File: src/rtl/conv3x3_if.sv
// Pixel-stream, kernel-write and result bundle for the streaming 3x3 convolution engine.
// The master drives pixels and coefficients; the slave (engine) returns results.
interface conv3x3_if #(
    parameter int DATA_W = 8,
    parameter int COEF_W = 5,
    parameter int OUT_W  = 8
);
    logic              pix_valid;
    logic              sof;
    logic [DATA_W-1:0] pix_in;
    logic              mode;
    logic              coef_we;
    logic [3:0]        coef_addr;
    logic [COEF_W-1:0] coef_data;
    logic              out_valid;
    logic [OUT_W-1:0]  out_pix;
    logic              frame_done;

    modport master (
        output pix_valid, sof, pix_in, mode, coef_we, coef_addr, coef_data,
        input  out_valid, out_pix, frame_done
    );
    modport slave (
        input  pix_valid, sof, pix_in, mode, coef_we, coef_addr, coef_data,
        output out_valid, out_pix, frame_done
    );
endinterface

File: src/rtl/conv3x3_stream.sv
// Streaming 3x3 convolution: two line buffers feed a 3x3 window, then products -> sum -> clamp/abs + saturate.
// Completing pixel at edge N yields out_valid after edge N+3.
module conv3x3_stream #(
    parameter int DATA_W = 8,
    parameter int COEF_W = 5,
    parameter int OUT_W  = 8,
    parameter int IMG_W  = 8,
    parameter int IMG_H  = 8
) (
    input  logic       clk,
    input  logic       rst_n,
    conv3x3_if.slave   bus
);
    localparam int PW = DATA_W + COEF_W + 1;
    localparam int SW = DATA_W + COEF_W + 5;
    localparam int CW = (IMG_W > 1) ? $clog2(IMG_W) : 1;
    localparam int RW = (IMG_H > 1) ? $clog2(IMG_H) : 1;
    localparam logic signed [SW-1:0] MAXV = SW'((1 << OUT_W) - 1);

    logic [CW-1:0] col_q, col_d, cur_col;
    logic [RW-1:0] row_q, row_d, cur_row;
    logic          acc, win_vld, win_last;

    logic [DATA_W-1:0] lb_far  [IMG_W];
    logic [DATA_W-1:0] lb_near [IMG_W];

    logic [2:0][2:0][DATA_W-1:0] win_q;
    logic signed [COEF_W-1:0]    coef_q [9];
    logic                        wr_pend_q;
    logic [3:0]                  wr_addr_q;
    logic [COEF_W-1:0]           wr_data_q;

    logic signed [PW-1:0] prod_q [9];
    logic signed [SW-1:0] sum_q, sum_d, mag;
    logic [OUT_W-1:0]     out_pix_q, sat_pix;
    logic [3:0]           vld_pipe_q, last_pipe_q;

    always_comb begin
        acc     = bus.pix_valid;
        cur_col = bus.sof ? '0 : col_q;
        cur_row = bus.sof ? '0 : row_q;
        col_d   = col_q;
        row_d   = row_q;
        if (acc) begin
            if (cur_col == CW'(IMG_W - 1)) begin
                col_d = '0;
                row_d = (cur_row == RW'(IMG_H - 1)) ? '0 : cur_row + RW'(1);
            end else begin
                col_d = cur_col + CW'(1);
                row_d = cur_row;
            end
        end
        win_vld  = acc && (cur_row >= RW'(2)) && (cur_col >= CW'(2));
        win_last = (cur_row == RW'(IMG_H - 1)) && (cur_col == CW'(IMG_W - 1));
    end

    // lb_near holds row r-1, lb_far row r-2 at each column; contents need no reset
    always_ff @(posedge clk) begin
        if (acc) begin
            lb_far[cur_col]  <= lb_near[cur_col];
            lb_near[cur_col] <= bus.pix_in;
        end
    end

    // Writes land one cycle late so the window completing on the write edge still sees the old kernel
    always_ff @(posedge clk or negedge rst_n) begin
        if (!rst_n) begin
            wr_pend_q <= 1'b0;
            wr_addr_q <= '0;
            wr_data_q <= '0;
            for (int k = 0; k < 9; k++)
                coef_q[k] <= (k == 4) ? COEF_W'(8) : {COEF_W{1'b1}};
        end else begin
            wr_pend_q <= bus.coef_we && (bus.coef_addr < 4'd9);
            wr_addr_q <= bus.coef_addr;
            wr_data_q <= bus.coef_data;
            if (wr_pend_q) coef_q[wr_addr_q] <= wr_data_q;
        end
    end

    always_comb begin
        sum_d = '0;
        for (int k = 0; k < 9; k++) sum_d = sum_d + SW'(prod_q[k]);
    end

    always_comb begin
        if (sum_q < 0) mag = bus.mode ? -sum_q : {SW{1'b0}};
        else           mag = sum_q;
        sat_pix = (mag > MAXV) ? {OUT_W{1'b1}} : mag[OUT_W-1:0];
    end

    always_ff @(posedge clk or negedge rst_n) begin
        if (!rst_n) begin
            col_q       <= '0;
            row_q       <= '0;
            win_q       <= '0;
            sum_q       <= '0;
            out_pix_q   <= '0;
            vld_pipe_q  <= '0;
            last_pipe_q <= '0;
            for (int k = 0; k < 9; k++) prod_q[k] <= '0;
        end else begin
            col_q       <= col_d;
            row_q       <= row_d;
            vld_pipe_q  <= {vld_pipe_q[2:0], win_vld};
            last_pipe_q <= {last_pipe_q[2:0], win_vld && win_last};
            if (acc) begin
                for (int i = 0; i < 3; i++) begin
                    win_q[i][0] <= win_q[i][1];
                    win_q[i][1] <= win_q[i][2];
                end
                win_q[0][2] <= lb_far[cur_col];
                win_q[1][2] <= lb_near[cur_col];
                win_q[2][2] <= bus.pix_in;
            end
            if (vld_pipe_q[0])
                for (int i = 0; i < 3; i++)
                    for (int j = 0; j < 3; j++)
                        prod_q[i*3+j] <= PW'($signed({1'b0, win_q[i][j]})) * PW'(coef_q[i*3+j]);
            if (vld_pipe_q[1]) sum_q <= sum_d;
            if (vld_pipe_q[2]) out_pix_q <= sat_pix;
        end
    end

    assign bus.out_valid  = vld_pipe_q[3];
    assign bus.frame_done = last_pipe_q[3];
    assign bus.out_pix    = out_pix_q;
endmodule

File: src/flat_wrapper.sv
// flat-port wrapper written by rule: the top's interface ports become plain ports
module conv3x3_stream_flat 
#(
    parameter int DATA_W = 8,
    parameter int COEF_W = 5,
    parameter int OUT_W  = 8,
    parameter int IMG_W  = 8,
    parameter int IMG_H  = 8
)
  (clk, rst_n, bus_pix_valid, bus_sof, bus_pix_in, bus_mode, bus_coef_we, bus_coef_addr, bus_coef_data, bus_out_valid, bus_out_pix, bus_frame_done);
  conv3x3_if #(.DATA_W(DATA_W), .COEF_W(COEF_W), .OUT_W(OUT_W)) bus_i ();
  input  logic clk;
  input  logic rst_n;
  input wire logic [$bits(bus_i.pix_valid)-1:0] bus_pix_valid;
  input wire logic [$bits(bus_i.sof)-1:0] bus_sof;
  input wire logic [$bits(bus_i.pix_in)-1:0] bus_pix_in;
  input wire logic [$bits(bus_i.mode)-1:0] bus_mode;
  input wire logic [$bits(bus_i.coef_we)-1:0] bus_coef_we;
  input wire logic [$bits(bus_i.coef_addr)-1:0] bus_coef_addr;
  input wire logic [$bits(bus_i.coef_data)-1:0] bus_coef_data;
  output wire logic [$bits(bus_i.out_valid)-1:0] bus_out_valid;
  output wire logic [$bits(bus_i.out_pix)-1:0] bus_out_pix;
  output wire logic [$bits(bus_i.frame_done)-1:0] bus_frame_done;
  assign bus_i.pix_valid = bus_pix_valid;
  assign bus_i.sof = bus_sof;
  assign bus_i.pix_in = bus_pix_in;
  assign bus_i.mode = bus_mode;
  assign bus_i.coef_we = bus_coef_we;
  assign bus_i.coef_addr = bus_coef_addr;
  assign bus_i.coef_data = bus_coef_data;
  assign bus_out_valid = bus_i.out_valid;
  assign bus_out_pix = bus_i.out_pix;
  assign bus_frame_done = bus_i.frame_done;
  conv3x3_stream #(.DATA_W(DATA_W), .COEF_W(COEF_W), .OUT_W(OUT_W), .IMG_W(IMG_W), .IMG_H(IMG_H)) u_core (.clk(clk), .rst_n(rst_n), .bus(bus_i));
endmodule
File: config.mk
export PLATFORM = sky130hd
export DESIGN_NAME = conv3x3_stream_flat
export DESIGN_NICKNAME = d
export VERILOG_FILES = /design/src/rtl/conv3x3_if.sv /design/src/rtl/conv3x3_stream.sv /design/src/flat_wrapper.sv
export SDC_FILE = /design/constraint.sdc
export NUM_CORES = 1
export LEC_CHECK = 0
export CORE_UTILIZATION = 59
export DETAILED_ROUTE_END_ITERATION = 12
export GPL_ROUTABILITY_DRIVEN = 0
export PLACE_DENSITY = 0.83
export RECOVER_POWER = 25
export SYNTH_ARGS = -nofsm -noshare
export SYNTH_HDL_FRONTEND = slang
export SYNTH_SLANG_ARGS = --single-unit
File: constraint.sdc
create_clock -name clk -period 7.57 [get_ports clk]
set_input_delay 1.8925 -clock clk [delete_from_list [all_inputs] [get_ports clk]]
set_output_delay 1.8925 -clock clk [all_outputs]
set_load 0.03 [all_outputs]
# == After elaboration in Yosys (flattened, before gate mapping) ==
# Memories as Yosys holds them, arrays and structs flattened. A register that Yosys moved wholly into a read port is not among the register bits.
# Cells that the tools add are included.
# op_classes
n_reduce_logical,7
mux,13
n_bitwise,1
eq_ne,2
n_addsub,11
n_mul,9
n_lt_le_gt_ge,7
# ops
cell,n
9-bit by 5-bit multiplier with 14-bit output,9
18-bit by 14-bit adder with 18-bit output,6
45-bit bitwise mux,1
18-bit 2-to-1 mux,2
5-bit demux with 4-bit select,1
18-bit by 9-bit greater-than comparator with 1-bit output (second input constant),1
18-bit by 1-bit < comparator with 1-bit output (second input constant),1
18-bit negator,1
15-bit by 14-bit adder with 16-bit output,1
14-bit by 14-bit adder with 15-bit output,1
3-bit 2-to-1 mux,5
8-bit 2-to-1 mux,1
3-bit by 1-bit adder with 3-bit output (second input constant),2
3-bit equality test (second input constant),2
3-bit by 2-bit greater-or-equal comparator with 1-bit output (second input constant),2
1-bit logical AND,6
5-bit greater-or-equal comparator (second input constant),1
5-bit by 1-bit < comparator with 1-bit output (second input constant),1
5-bit 2-to-1 mux,1
4-bit inverter with 5-bit output,1
4-bit < comparator (second input constant),1
1-bit 2-to-1 mux,2
1-bit zero test,1
# word_totals
n_memories,2
regBits,285
ramBits,128
output_inout_bits,10
# mem_list
name,depth,word_bits,read_ports,rd_ports_with_merged_regs,write_ports,line,text
u_core.lb_far,8,8,1,1,1,conv3x3_stream.sv:24,logic [DATA_W-1:0] lb_far [IMG_W];
u_core.lb_near,8,8,1,0,1,conv3x3_stream.sv:25,logic [DATA_W-1:0] lb_near [IMG_W];

# == Longest topological paths before layout ==
# Gate-level depths: netlist of run 1.
# logic_depth
depth_word,8
depth_mapped,25
mapped_depth_nobuf,25

# == Least setup slack after synthesis of run 1 ==
# OpenSTA, ideal clock, no wires.
# synth_path
path_type,register to register
start,reg u_core.prod_q[85] (netlist name)
end,reg u_core.sum_q[16]
period_less_slack_ns,6.217
arrival_time_ns,6.089
setup_slack_ns,1.353
stages_incl_launch_ff,25
required_time_ns,7.442
path_cell_list,dfrtp_1 inv_1 fa_1 inv_1 ha_1 fa_1 a21o_1 a21oi_1 o21bai_1 a31o_1 a41oi_1 nor2b_1 xnor2_1 fa_1 inv_1 fa_1 fa_1 fa_1 inv_1 ha_1 and2_1 a22o_1 a2111oi_2 nor3_1 nand3b_1
# synth_via
elab_chain_len,7
# synth_rtl
element,line,text
start: declaration,conv3x3_stream.sv:33,logic signed [PW-1:0] prod_q [9];
start signal: indexed assignment,conv3x3_stream.sv:119,"prod_q[i*3+j] <= PW'($signed({1'b0, win_q[i][j]})) * PW'(coef_q[i*3+j]);"
15-bit by 14-bit adder with 16-bit output,conv3x3_stream.sv:83,for (int k = 0; k < 9; k++) sum_d = sum_d + SW'(prod_q[k]);
18-bit by 14-bit adder with 18-bit output (6 in series),conv3x3_stream.sv:83,
end signal: assignment,conv3x3_stream.sv:120,if (vld_pipe_q[1]) sum_q <= sum_d;
end: declaration,conv3x3_stream.sv:34,"logic signed [SW-1:0] sum_q, sum_d, mag;"
# Every way passes these cells.
# A chain may end at the register's enable or synchronous reset.

# == Worst setup path after layout of run 1 ==
# Ends and elaborated chain as after synthesis.

==> summary.md, run 1 <==
| Metric | Value |
|---|---|
| Outcome | finished, violations left |
| Failing checks | capacitance limit, slew limit |
| Syn Area/Cell | 10.5 µm² |
| Setup TNS | 0 ns |
| FF+latch count, synth | roughly 420 |
| Multi-input logic area | 0.0189 mm² |
| Initial drt markers | 1778 |
| Post-synth EDFFs | ~130 |
| Routed vias | around 23k |
| Clk buf depth | 3 |
| FF-to-FF path depth | 24 |
| CTS tree | built |
| Commonest non-fill, non-tap cell in the layout | inv_1 |
| Final Setup Violations | 0 |
| Clock power share | 0.243 |
| Initial antenna violation count | 1 |
| Area leader, netlist | dfrtp_1 |
| Vias per inst | 5.96 |
| PostCTS Resize Cnt | 0 |
| Crit-path max FO | 4 |
| Clock skew | ~0.037 ns |
| Per-cell routed wire length | roughly 20 µm |
| Largest net degree at the start of global routing | 129 |
| Mapped cell area | around 0.032 mm² |
| Initial DRT Pass Iterations | 6 |
| FF-to-FF setup slack | approximately 0.8 ns |
| Total GRT Usage | 0.276 |
| First-pass GRT wire length | roughly 120 mm |
| Main synth FF type | dfrtp_1 |
| Reg clk slew, reported paths | about 0.060 ns |
| Height of the die | about 240 µm |
| Sw Share | 0.393 |
| Worst R2R End | u_core.sum_q[16]$_DFFE_PN0P_ |
| Hold path depth | 0 |
| Post-CTS Hold Buffers | 0 |
| Min-Delay Path Class | flip-flop to flip-flop |
| Post-synth ARST share | 0.696 |
| CTS Buf Count | between 40 and 50 |
| Most frequent cells in the layout | inv_1, ha_1, fa_1 |
| Synth Instances | around 3.1k |
| Clk root buf | clkbuf_16 |
| Switching Power | roughly 0.0036 W |
| Net count after synthesis | about 3.6k |
| Internal | roughly 0.0056 W |
| Reg2reg start | u_core.prod_q[85]$_DFFE_PN0P_ |
| Fill cell count | just under 4k |
| Critical path class | flip-flop to flip-flop |
| Clock Sinks | 421 |
| Post-route cell area | about 0.035 mm² |
| Syn. warnings | 0 |
| Crit path arrival time | 7.22 ns |
| Reg power frac | 0.328 |
| DRC viols | 0 |
| Final wirelength | 74.7 mm |
| Netlist cell types | 79 |
| Syn-to-layout area delta | 7.51% |
| Hpwl dp | about 56 mm |
| Ranking of synthesized cells by area | dfrtp_1, fa_1, edfxtp_1 |
| ANT nets after route | 0 |
| Hold Crit Start | u_core.last_pipe_q[2]$_DFF_PN0_ |
| RSZ-0062 raised after global routing | no |
| Setup crit end kind | flip-flop |
| Post-synth top area share | 0.195 |
| F_max | 148 MHz |
| Fin crit period | 6.76 ns |
| Comb pwr share | 0.429 |
| N_diodes | 0 |
| H-tree levels | 2 |
| Clk Latency, worst-skew pair | between 0.6 and 0.7 ns |
| Final Slew Violations | about 320 |
| Starting Density | 0.599 |
| Hold worst-path end | u_core.last_pipe_q[3]$_DFF_PN0_ |
| GRT overflow | 0 |
| Vias in the first global route | between 20k and 25k |
| # rows | 85 |
| Die area | between 0.05 and 0.06 mm² |
| CP startpoint kind | flip-flop |
| Total of max-cap violations | 4 |
| Worst vdd ir | 0.201 mV |
| Worst EP required | about 8 ns |
| Register area share after synthesis | 0.348 |
| PwrDens | approximately 260 mW/mm² |
| Storage element area | approximately 0.011 mm² |
| # nets final | 3639 |
| Leakage Power | 16.1 nW |
| Slew @ Worst Pin | 4.88 ns |
| IO Port Bufs | 32 |
| Core Region | 0.0539 mm² |
| # Post-CTS Setup Buffers | 0 |
| Cell Area, Placed | between 0.03 and 0.04 mm² |
| Share of the clock period used by the worst path after layout | 0.893 |
| Share of cells above drive strength 1 | 0.103 |
| Worst rel slew slack | -2.25 |
| Die width | about 240 µm |
| Final hold vios | 0 |
| # IOs | 33 |
-- cell usage after synthesis, types with 19 or more instances --
cell	instances
and2_1	173
nand2b_1	57
nor3_1	24
o2111ai_1	28
inv_1	500
xnor2_1	36
a31oi_1	31
o211ai_1	28
a21o_1	33
fa_1	264
dfstp_2	41
nor2_1	80
ha_1	292
edfxtp_1	128
nor2b_1	49
mux2_2	158
mux2i_1	19
clkbuf_1	68
nand2_1	250
dfrtp_1	252
nand3b_1	26
o21ai_0	66
a21oi_1	109
nand3_1	62
o21ai_1	44
-- metal layers --
layer / track usage / up-vias / wire [µm]
met1: 0.350 / 11293 / 30000
met4: 0.113 / 2 / 3160
met2: 0.475 / 855 / 37100
li1: - / 10266 / -
met3: 0.0376 / 203 / 4490
met5: 0 / - / 13
-- power by group through the flow --
stage                     Clock, W  Sequential (W)  Combinational [W]
after detailed placement         0         0.00305            0.00389
after global routing       0.00236         0.00305            0.00445
after floorplan                  0         0.00282            0.00296
after CTS                  0.00226         0.00301            0.00394
after global placement           0         0.00303            0.00367
final                      0.00223         0.00302            0.00395
-- final cells by class --
type                       instances  share of cell area
timing repair buffer              38              0.0106
clock inverter                    13             0.00479
clock buffer                      71              0.0388
sequential                       421               0.323
tap                              696              0.0251
multi-input combinational       2052               0.543
inverter                         502              0.0543
-- sequential cells by signal (all words and copies together), names as in the netlist --
signal	flops
u_core.lb_far	64
u_core.lb_near	64
u_core.win_q	72
u_core.col_q	3
u_core.wr_pend_q	1
u_core.bus.out_pix	8
u_core.wr_addr_q	4
u_core.coef_q	45
u_core.sum_q	18
u_core.prod_q	126
u_core.row_q	3
u_core.last_pipe_q	4
u_core.vld_pipe_q	4
u_core.wr_data_q	5
-- cells by family (layout without fill, tap and decap cells) --
kind of cell,count (synthesis),count (layout),synth area share
xor gates and xnor gates,52,52,0.0141
adders and majority gates,556,556,0.277
buffers and inverters,589,624,0.0691
AOI/OAI and AO/OA,436,436,0.0883
and+or+nand+nor,812,812,0.134
muxes,196,196,0.0701
DFF,421,421,0.348
-- critical path: stages, from the launching register on --
cell       delay, ns
dfrtp_1         0.34
inv_1           0.07
fa_1            0.54
inv_1           0.04
ha_1            0.21
fa_1            0.47
a21o_1          0.19
a21oi_1         0.24
o21bai_1        0.13
a31o_1          0.25
a41oi_1         0.25
nor2b_1         0.19
xnor2_1         0.10
fa_1            0.48
inv_1           0.05
fa_1            0.51
fa_1            0.52
fa_1            0.52
inv_1           0.05
ha_1            0.33
and2_1          0.22
a22o_1          0.25
a2111oi_2       0.39
nor3_1          0.09
nand3b_1        0.17
-- per-stage QoR --
stage	instances	util	hold slack, ns	setup slack, ns	total power [W]
after CTS	3793	0.644	0.351	0.843	0.00921
after global routing	3793	0.644	0.358	0.421	0.00987
after global placement	3709	0.616	0.333	1.02	0.00670
after floorplan	3062	-	0.331	1.35	0.00578
after detailed placement	3709	0.616	0.336	0.941	0.00694
final	3793	0.644	0.351	0.807	0.00920
-- worst max-delay path by stage --
stage          slack [ns]                           end  cells past startpoint                          start
2_1_floorplan        1.35  u_core.sum_q[16]$_DFFE_PN0P_                     24  u_core.prod_q[85]$_DFFE_PN0P_
3_3_place_gp         1.02  u_core.sum_q[16]$_DFFE_PN0P_                     24  u_core.prod_q[85]$_DFFE_PN0P_
3_5_place_dp         0.94  u_core.sum_q[16]$_DFFE_PN0P_                     24  u_core.prod_q[85]$_DFFE_PN0P_
4_1_cts              0.84  u_core.sum_q[16]$_DFFE_PN0P_                     24  u_core.prod_q[85]$_DFFE_PN0P_
5_1_grt              0.42  u_core.sum_q[16]$_DFFE_PN0P_                     24  u_core.prod_q[85]$_DFFE_PN0P_
6_report             0.81  u_core.sum_q[16]$_DFFE_PN0P_                     24  u_core.prod_q[85]$_DFFE_PN0P_
No activity file was read; power rests on OpenSTA's default activity.
==> run 2, diff against run 1 <==
--- a/config.mk
+++ b/config.mk
@@ -6,6 +6,7 @@
 export NUM_CORES = 1
 export LEC_CHECK = 0
 export CORE_UTILIZATION = 59
+export CTS_BUF_LIST = sky130_fd_sc_hd__clkbuf_8
 export DETAILED_ROUTE_END_ITERATION = 12
 export GPL_ROUTABILITY_DRIVEN = 0
 export PLACE_DENSITY = 0.83
==> run 2 against run 1 <==
  * The run still ends with capacitance limit, slew limit left
  * Register-to-register slack gained 0.07 ns
  * Sequential share of layout area is essentially flat
  * Die area unchanged
==> summary.md, run 2 (synthesis gave the netlist of run 1 again) <==
| Metric | Value |
|---|---|
| Largest net degree at the start of global routing | 129 (unchanged) |
| Critical path class | flip-flop to flip-flop |
| Clock Sinks | 421 (unchanged) |
| Vias per inst | 5.91 (-0.87%) |
| Share of the clock period used by the worst path after layout | 0.884 (-0.00917) |
| RSZ-0062 raised after global routing | no |
| IO Port Bufs | 32 (unchanged) |
| Worst R2R End | u_core.sum_q[16]$_DFFE_PN0P_ |
| Fin crit period | 6.69 ns (-0.0694 ns) |
| Outcome | finished, violations left |
| Worst vdd ir | 0.177 mV (-12%) |
| Height of the die | 236 µm (unchanged) |
| Core Region | 0.0539 mm² (unchanged) |
| Most flop-heavy register | u_core.prod_q |
| # IOs | 33 (unchanged) |
| Clk buf depth | 3 (unchanged) |
| Per-cell routed wire length | 19.2 µm (-2.2%) |
| Final Setup Violations | 0 (unchanged) |
| Initial DRT Pass Iterations | 6 (unchanged) |
| # rows | 85 (unchanged) |
| Syn-to-layout area delta | 7.60% (about the same) |
| Reg clk slew, reported paths | 0.06 ns (about the same) |
| # Post-CTS Setup Buffers | 0 (unchanged) |
| Max reg flops | 126 (unchanged) |
| Number of cells after detailed placement | 3709 (unchanged) |
| GRT overflow | 0 (unchanged) |
| Hpwl dp | 55.7 mm (unchanged) |
| H-tree levels | 3 (+1) |
| Worst Setup SP | u_core.prod_q[85]$_DFFE_PN0P_ |
| Vias in the first global route | 23.8k (+0.27%) |
| Reg2reg start | u_core.prod_q[85]$_DFFE_PN0P_ |
| CP startpoint kind | flip-flop |
| Setup crit end kind | flip-flop |
| Largest regs | u_core.prod_q (126), u_core.win_q (72) |
| Final Slew Violations | 324 (unchanged) |
| Initial antenna violation count | 0 (-1) |
| Worst EP required | 8.09 ns (+0.06 ns) |
| Starting Density | 0.599 (unchanged) |
| PwrDens | 263 mW/mm² (-0.89%) |
| Final wirelength | 74.0 mm (-0.90%) |
| Worst setup path end | u_core.sum_q[16]$_DFFE_PN0P_ |
| CTS tree | built |
| Final hold vios | 0 (unchanged) |
| First-pass GRT wire length | 121 mm (-0.91%) |
| FF-to-FF path depth | 24 (unchanged) |
| Failing checks | capacitance limit, slew limit |
| Crit path arrival time | 7.22 ns (about the same) |
| FF-to-FF setup slack | 0.88 ns (+0.07 ns) |
| Fill cell count | 3893 (+0.39%) |
| Die area | 0.0557 mm² (unchanged) |
| ANT nets after route | 0 (unchanged) |
| PostCTS Resize Cnt | 0 (unchanged) |
| Leakage Power | 16.3 nW (+0.89%) |
| Commonest non-fill, non-tap cell in the layout | inv_1 |
| Total of max-cap violations | 4 (unchanged) |
| CTS Buf Count | 74 (+64%) |
| # nets final | 3668 (+0.80%) |
| Worst rel slew slack | -2.30 (-0.0480) |
| Crit-path max FO | 4 (unchanged) |
| F_max | 149 MHz (+1.0%) |
| Die width | 236 µm (unchanged) |
| Min-Delay Path Class | flip-flop to flip-flop |
| Clk Latency, worst-skew pair | 0.69 ns (+0.07 ns) |
| Most frequent cells in the layout | inv_1, ha_1, fa_1 |
| Post-CTS Hold Buffers | 0 (unchanged) |
| Routed vias | 22.7k (+0.49%) |
| Share of cells above drive strength 1 | 0.112 (+0.00917) |
| Clock skew | 0.0475 ns (+0.0102 ns) |
| DRC viols | 0 (unchanged) |
| Slew @ Worst Pin | 4.95 ns (+0.0720 ns) |
| Total GRT Usage | 0.273 (-0.00250) |
| Setup TNS | 0 ns (unchanged) |
| Initial drt markers | 1750 (-1.6%) |
| Post-route insts no fill | 3845 (+1.4%) |
| Clk root buf | clkbuf_8 |
## run 2: changes by cell type in the layout (fill, tap and decap cells not counted), sizes merged
cell / change
bufinv: +3
clkbuf: +13
clkdlybuf4s50: -2
clkinv: +5
clkinvlp: -1
diode: +2
dlygate4sd3: +2
inv: +30
## run 2: power by group
part,internal (W),switching (W),total (W),leakage (nW)
Combinational,0.00169,0.00225,0.00394,10.5
Clock,0.00118,0.000991,0.00217,0.880
Sequential,0.00262,0.000403,0.00302,4.93
Total,0.00548,0.00364,0.00912,16.3
## run 2: how the worst min path moves through the flow
| stage | from | endpoint | cells past startpoint | slack [ns] |
|---|---|---|---|---|
| 2_1_floorplan | u_core.last_pipe_q[0]$_DFF_PN0_ | u_core.last_pipe_q[1]$_DFF_PN0_ | 0 | 0.33 |
| 3_3_place_gp | u_core.last_pipe_q[2]$_DFF_PN0_ | u_core.last_pipe_q[3]$_DFF_PN0_ | 0 | 0.33 |
| 3_5_place_dp | u_core.last_pipe_q[0]$_DFF_PN0_ | u_core.last_pipe_q[1]$_DFF_PN0_ | 0 | 0.34 |
| 4_1_cts | u_core.last_pipe_q[0]$_DFF_PN0_ | u_core.last_pipe_q[1]$_DFF_PN0_ | 0 | 0.35 |
| 5_1_grt | u_core.last_pipe_q[2]$_DFF_PN0_ | u_core.last_pipe_q[3]$_DFF_PN0_ | 0 | 0.35 |
| 6_report | u_core.last_pipe_q[0]$_DFF_PN0_ | u_core.last_pipe_q[1]$_DFF_PN0_ | 0 | 0.35 |
## run 2: metal layers
metal	routed length [µm]	GRT usage	up-vias
li1	-	-	10349
met1	30000	0.345	11403
met2	36400	0.466	797
met3	4520	0.0421	180
met4	3100	0.120	0
met5	0	0	-
## run 2: worst max-delay path: stages (launching register included)
cell and delay (ns):
dfrtp_1 0.34, inv_1 0.07, fa_1 0.54, inv_1 0.04
ha_1 0.22, fa_1 0.47, a21o_1 0.19, a21oi_1 0.24
o21bai_1 0.12, a31o_1 0.25, a41oi_1 0.25, nor2b_1 0.19
xnor2_1 0.10, fa_1 0.48, inv_1 0.05, fa_1 0.51
fa_1 0.53, fa_1 0.52, inv_1 0.05, ha_1 0.34
and2_1 0.22, a22o_1 0.25, a2111oi_2 0.37, nor3_1 0.07
nand3b_1 0.15
## run 2: final cells by class
type / count / area, µm² / area share
sequential: 421 / 11200 / 0.323
inverter: 502 / 1880 / 0.0542
clock inverter: 50 / 383 / 0.0110
antenna: 2 / 5.00 / 0.000144
multi-input combinational: 2052 / 18900 / 0.543
tap: 696 / 871 / 0.0251
timing repair buffer: 38 / 368 / 0.0106
clock buffer: 84 / 1160 / 0.0333
## run 2: stage by stage
stage	power, W	instance area (µm²)	hold WS, ns	setup WS [ns]	util
6_report	0.00912	34700	0.348	0.877	0.644
5_1_grt	0.00980	34700	0.354	0.529	0.644
4_1_cts	0.00915	34800	0.350	0.923	0.645
3_5_place_dp	0.00694	33200	0.336	0.941	0.616
3_3_place_gp	0.00670	33200	0.333	1.02	0.616
2_1_floorplan	0.00578	32300	0.331	1.35	-
==> run 3, diff against run 2 <==
--- a/config.mk
+++ b/config.mk
@@ -8,7 +8,6 @@
 export CORE_UTILIZATION = 59
 export CTS_BUF_LIST = sky130_fd_sc_hd__clkbuf_8
 export DETAILED_ROUTE_END_ITERATION = 12
-export GPL_ROUTABILITY_DRIVEN = 0
 export PLACE_DENSITY = 0.83
 export RECOVER_POWER = 25
 export SYNTH_ARGS = -nofsm -noshare
==> run 3 against run 2 <==
  * First-iteration DRC count fell by 7.7%
  * Register-to-register slack got worse by 0.11 ns
  * Die area did not move
  * Critical path type unchanged
  * Non-clock buffer count fell by 2
  * Critical endpoint unchanged
  * Global-route usage rose by 0.15 points
  * The flow still finishes with violations (capacitance limit, slew limit)
  * Sequential cell count did not move
  * Routed wire length fell by 1.0%
  * Setup slack got worse by 0.11 ns
  * Critical path depth did not move
  * Final cell count barely moved
  * Clock power rose by 2%
==> summary.md, run 3 (synthesis gave the netlist of run 1 again) <==
| Metric | Value |
|---|---|
| Outcome | finished, violations left |
| Failing checks | capacitance limit, slew limit |
| DRC viols | 0 (unchanged) |
| IO Port Bufs | 32 (unchanged) |
| Syn-to-layout area delta | 7.60% (unchanged) |
| Height of the die | 236 µm (unchanged) |
| Total GRT Usage | 0.275 (+0.00151) |
| # IOs | 33 (unchanged) |
| F_max | 147 MHz (-1.7%) |
| Hpwl dp | 55.3 mm (-0.76%) |
| Fin crit period | 6.81 ns (+0.112 ns) |
| Setup crit end kind | flip-flop |
| Switching Power | 0.00362 W (-0.52%) |
| Total of max-cap violations | 4 (unchanged) |
| Initial DRT Pass Iterations | 6 (unchanged) |
| Max reg flops | 126 (unchanged) |
| # rows | 85 (unchanged) |
| Post-route insts no fill | 3843 (-0.052%) |
| Clk Latency, worst-skew pair | 0.68 ns (about the same) |
| Initial antenna violation count | 1 (+1) |
| Slowest cell on the critical path | fa_1 |
| Largest regs | u_core.prod_q (126), u_core.win_q (72) |
| CP startpoint kind | flip-flop |
| RSZ-0062 raised after global routing | no |
| Share of the clock period used by the worst path after layout | 0.899 (+0.0148) |
| PostCTS Resize Cnt | 0 (unchanged) |
| Pre-CTS setup slack | 0.848 ns (-0.0931 ns) |
| Final setup margin | 0.764 ns (-0.112 ns) |
| Most frequent cells in the layout | inv_1, ha_1, fa_1 |
| Most frequent CP cell | fa_1 |
| CTS Buf Count | 73 (-1.4%) |
| Slew @ Worst Pin | 4.06 ns (-0.885 ns) |
| ANT nets after route | 0 (unchanged) |
| Share of cells above drive strength 1 | 0.113 (+0.000989) |
| Die width | 236 µm (unchanged) |
| Sw Share | 0.397 (-0.00198) |
| Post-CTS Hold Buffers | 0 (unchanged) |
| Largest stage delay, worst path | 0.54 ns (about the same) |
| Worst path cell trace | inv_1 > fa_1 > inv_1 > ha_1 > fa_1 > a21o_1 > a21oi_1 > o21bai_1 > a31o_1 > a41oi_1 > nor2b_1 > xnor2_1 > fa_1 > inv_1 > fa_1 > fa_1 > fa_1 > inv_1 > ha_1 > and2_1 > a22o_1 > a2111oi_2 > nor3_1 > nand3b_1 |
| H-tree levels | 3 (unchanged) |
| Commonest non-fill, non-tap cell in the layout | inv_1 |
| Crit-path max FO | 4 (unchanged) |
| Clock skew | 0.0345 ns (-0.0130 ns) |
| Worst rel slew slack | -1.71 (+0.590) |
| Global placer's final weighted congestion | roughly 0.92 |
| Critical path class | flip-flop to flip-flop |
| GRT overflow | 0 (unchanged) |
| Post-route cell area | 0.0347 mm² (unchanged) |
| Final Slew Violations | 515 (+59%) |
| Clk buf depth | 3 (unchanged) |
| Worst vdd ir | 0.199 mV (+12%) |
| Clk root buf | clkbuf_8 |
| Largest net degree at the start of global routing | 218 (+69%) |
| Final hold vios | 0 (unchanged) |
| Vias in the first global route | 23.9k (+0.34%) |
| Internal | 0.00550 W (+0.31%) |
| Core Region | 0.0539 mm² (unchanged) |
| Reg clk slew, reported paths | 0.06 ns (about the same) |
| Fill cell count | 4065 (+4.4%) |
| Vias per inst | 5.86 (-0.83%) |
| # nets final | 3665 (-0.082%) |
| Crit path arrival time | 7.33 ns (+0.11 ns) |
| Comb pwr share | 0.427 (-0.004) |
| Most flop-heavy register | u_core.prod_q |
| Worst EP required | 8.10 ns (about the same) |
| Per-cell routed wire length | 19.1 µm (-0.98%) |
| First-pass GRT wire length | 122 mm (+0.68%) |
| Final Setup Violations | 0 (unchanged) |
| Initial drt markers | 1615 (-7.7%) |
| # Post-CTS Setup Buffers | 0 (unchanged) |
| Starting Density | 0.599 (unchanged) |
| Setup TNS | 0 ns (unchanged) |
| PwrDens | 262 mW/mm² (about the same) |
| Reg power frac | 0.331 (about the same) |
| Pwr Total | 0.00912 W (about the same) |
| Routed vias | 22.5k (-0.88%) |
| Clock power share | 0.242 (+0.004) |
| Number of cells after detailed placement | 3707 (-0.054%) |
| CTS tree | built |
| Leakage Power | 16.3 nW (about the same) |
| Cell Area, Placed | 0.0332 mm² (about the same) |
| Die area | 0.0557 mm² (unchanged) |
| Min-Delay Path Class | flip-flop to flip-flop |
| Clock Sinks | 421 (unchanged) |
| Final wirelength | 73.2 mm (-1.0%) |
run 3: critical path: cells and delay by family (launching register included):
family,cells,cell delay (ns)
AO/OA/AOI/OAI,7,1.72
XOR/XNOR,1,0.10
adder cells (fa/ha/maj),8,3.62
buffers and inverters,4,0.24
flip-flops,1,0.34
AND/OR/NAND/NOR,4,0.64
run 3: final timing paths:
kind	start	end	slack [ns]	depth (start not counted)
min in group asynchronous	rst_n	u_core.bus.out_pix[0]$_DFFE_PN0P_	1.91	1
max in group asynchronous	rst_n	u_core.win_q[41]$_DFFE_PN0P_	2.09	2
hold / removal	u_core.last_pipe_q[1]$_DFF_PN0_	u_core.last_pipe_q[2]$_DFF_PN0_	0.35	0
setup / recovery	u_core.prod_q[85]$_DFFE_PN0P_	u_core.sum_q[16]$_DFFE_PN0P_	0.76	24
setup reg to reg	u_core.prod_q[85]$_DFFE_PN0P_	u_core.sum_q[16]$_DFFE_PN0P_	0.76	24
hold reg to reg	u_core.last_pipe_q[1]$_DFF_PN0_	u_core.last_pipe_q[2]$_DFF_PN0_	0.35	0
run 3: final cells by class:
class,count,area [µm²],area share
clock buffer,87,1200,0.0345
multi-input combinational,2052,18900,0.543
inverter,502,1880,0.0542
timing repair buffer,36,339,0.00976
tap,696,871,0.0251
sequential,421,11200,0.323
clock inverter,48,373,0.0107
antenna,1,2.50,0.0000720
run 3: power by group through the flow:
stage	Combinational (W)	Clock [W]	Sequential, W
finish	0.00390	0.00221	0.00302
global route	0.00445	0.00235	0.00305
CTS	0.00391	0.00224	0.00301
detailed placement	0.00387	0	0.00305
global placement	0.00368	0	0.00303
floorplan	0.00296	0	0.00282
run 3: through the flow:
stage,utilization,hold WS (ns)
after global placement,0.616,0.333
after CTS,0.645,0.347
after floorplan,-,0.331
after global routing,0.644,0.348
final,0.644,0.347
after detailed placement,0.616,0.335
run 3: routing by layer:
layer  track usage  wire length, µm  up-vias
met1         0.355            30600    11309
met5             0                0        -
li1              -                -    10361
met2         0.469            36200      697
met3        0.0382             4030      161
met4         0.105             2420        0
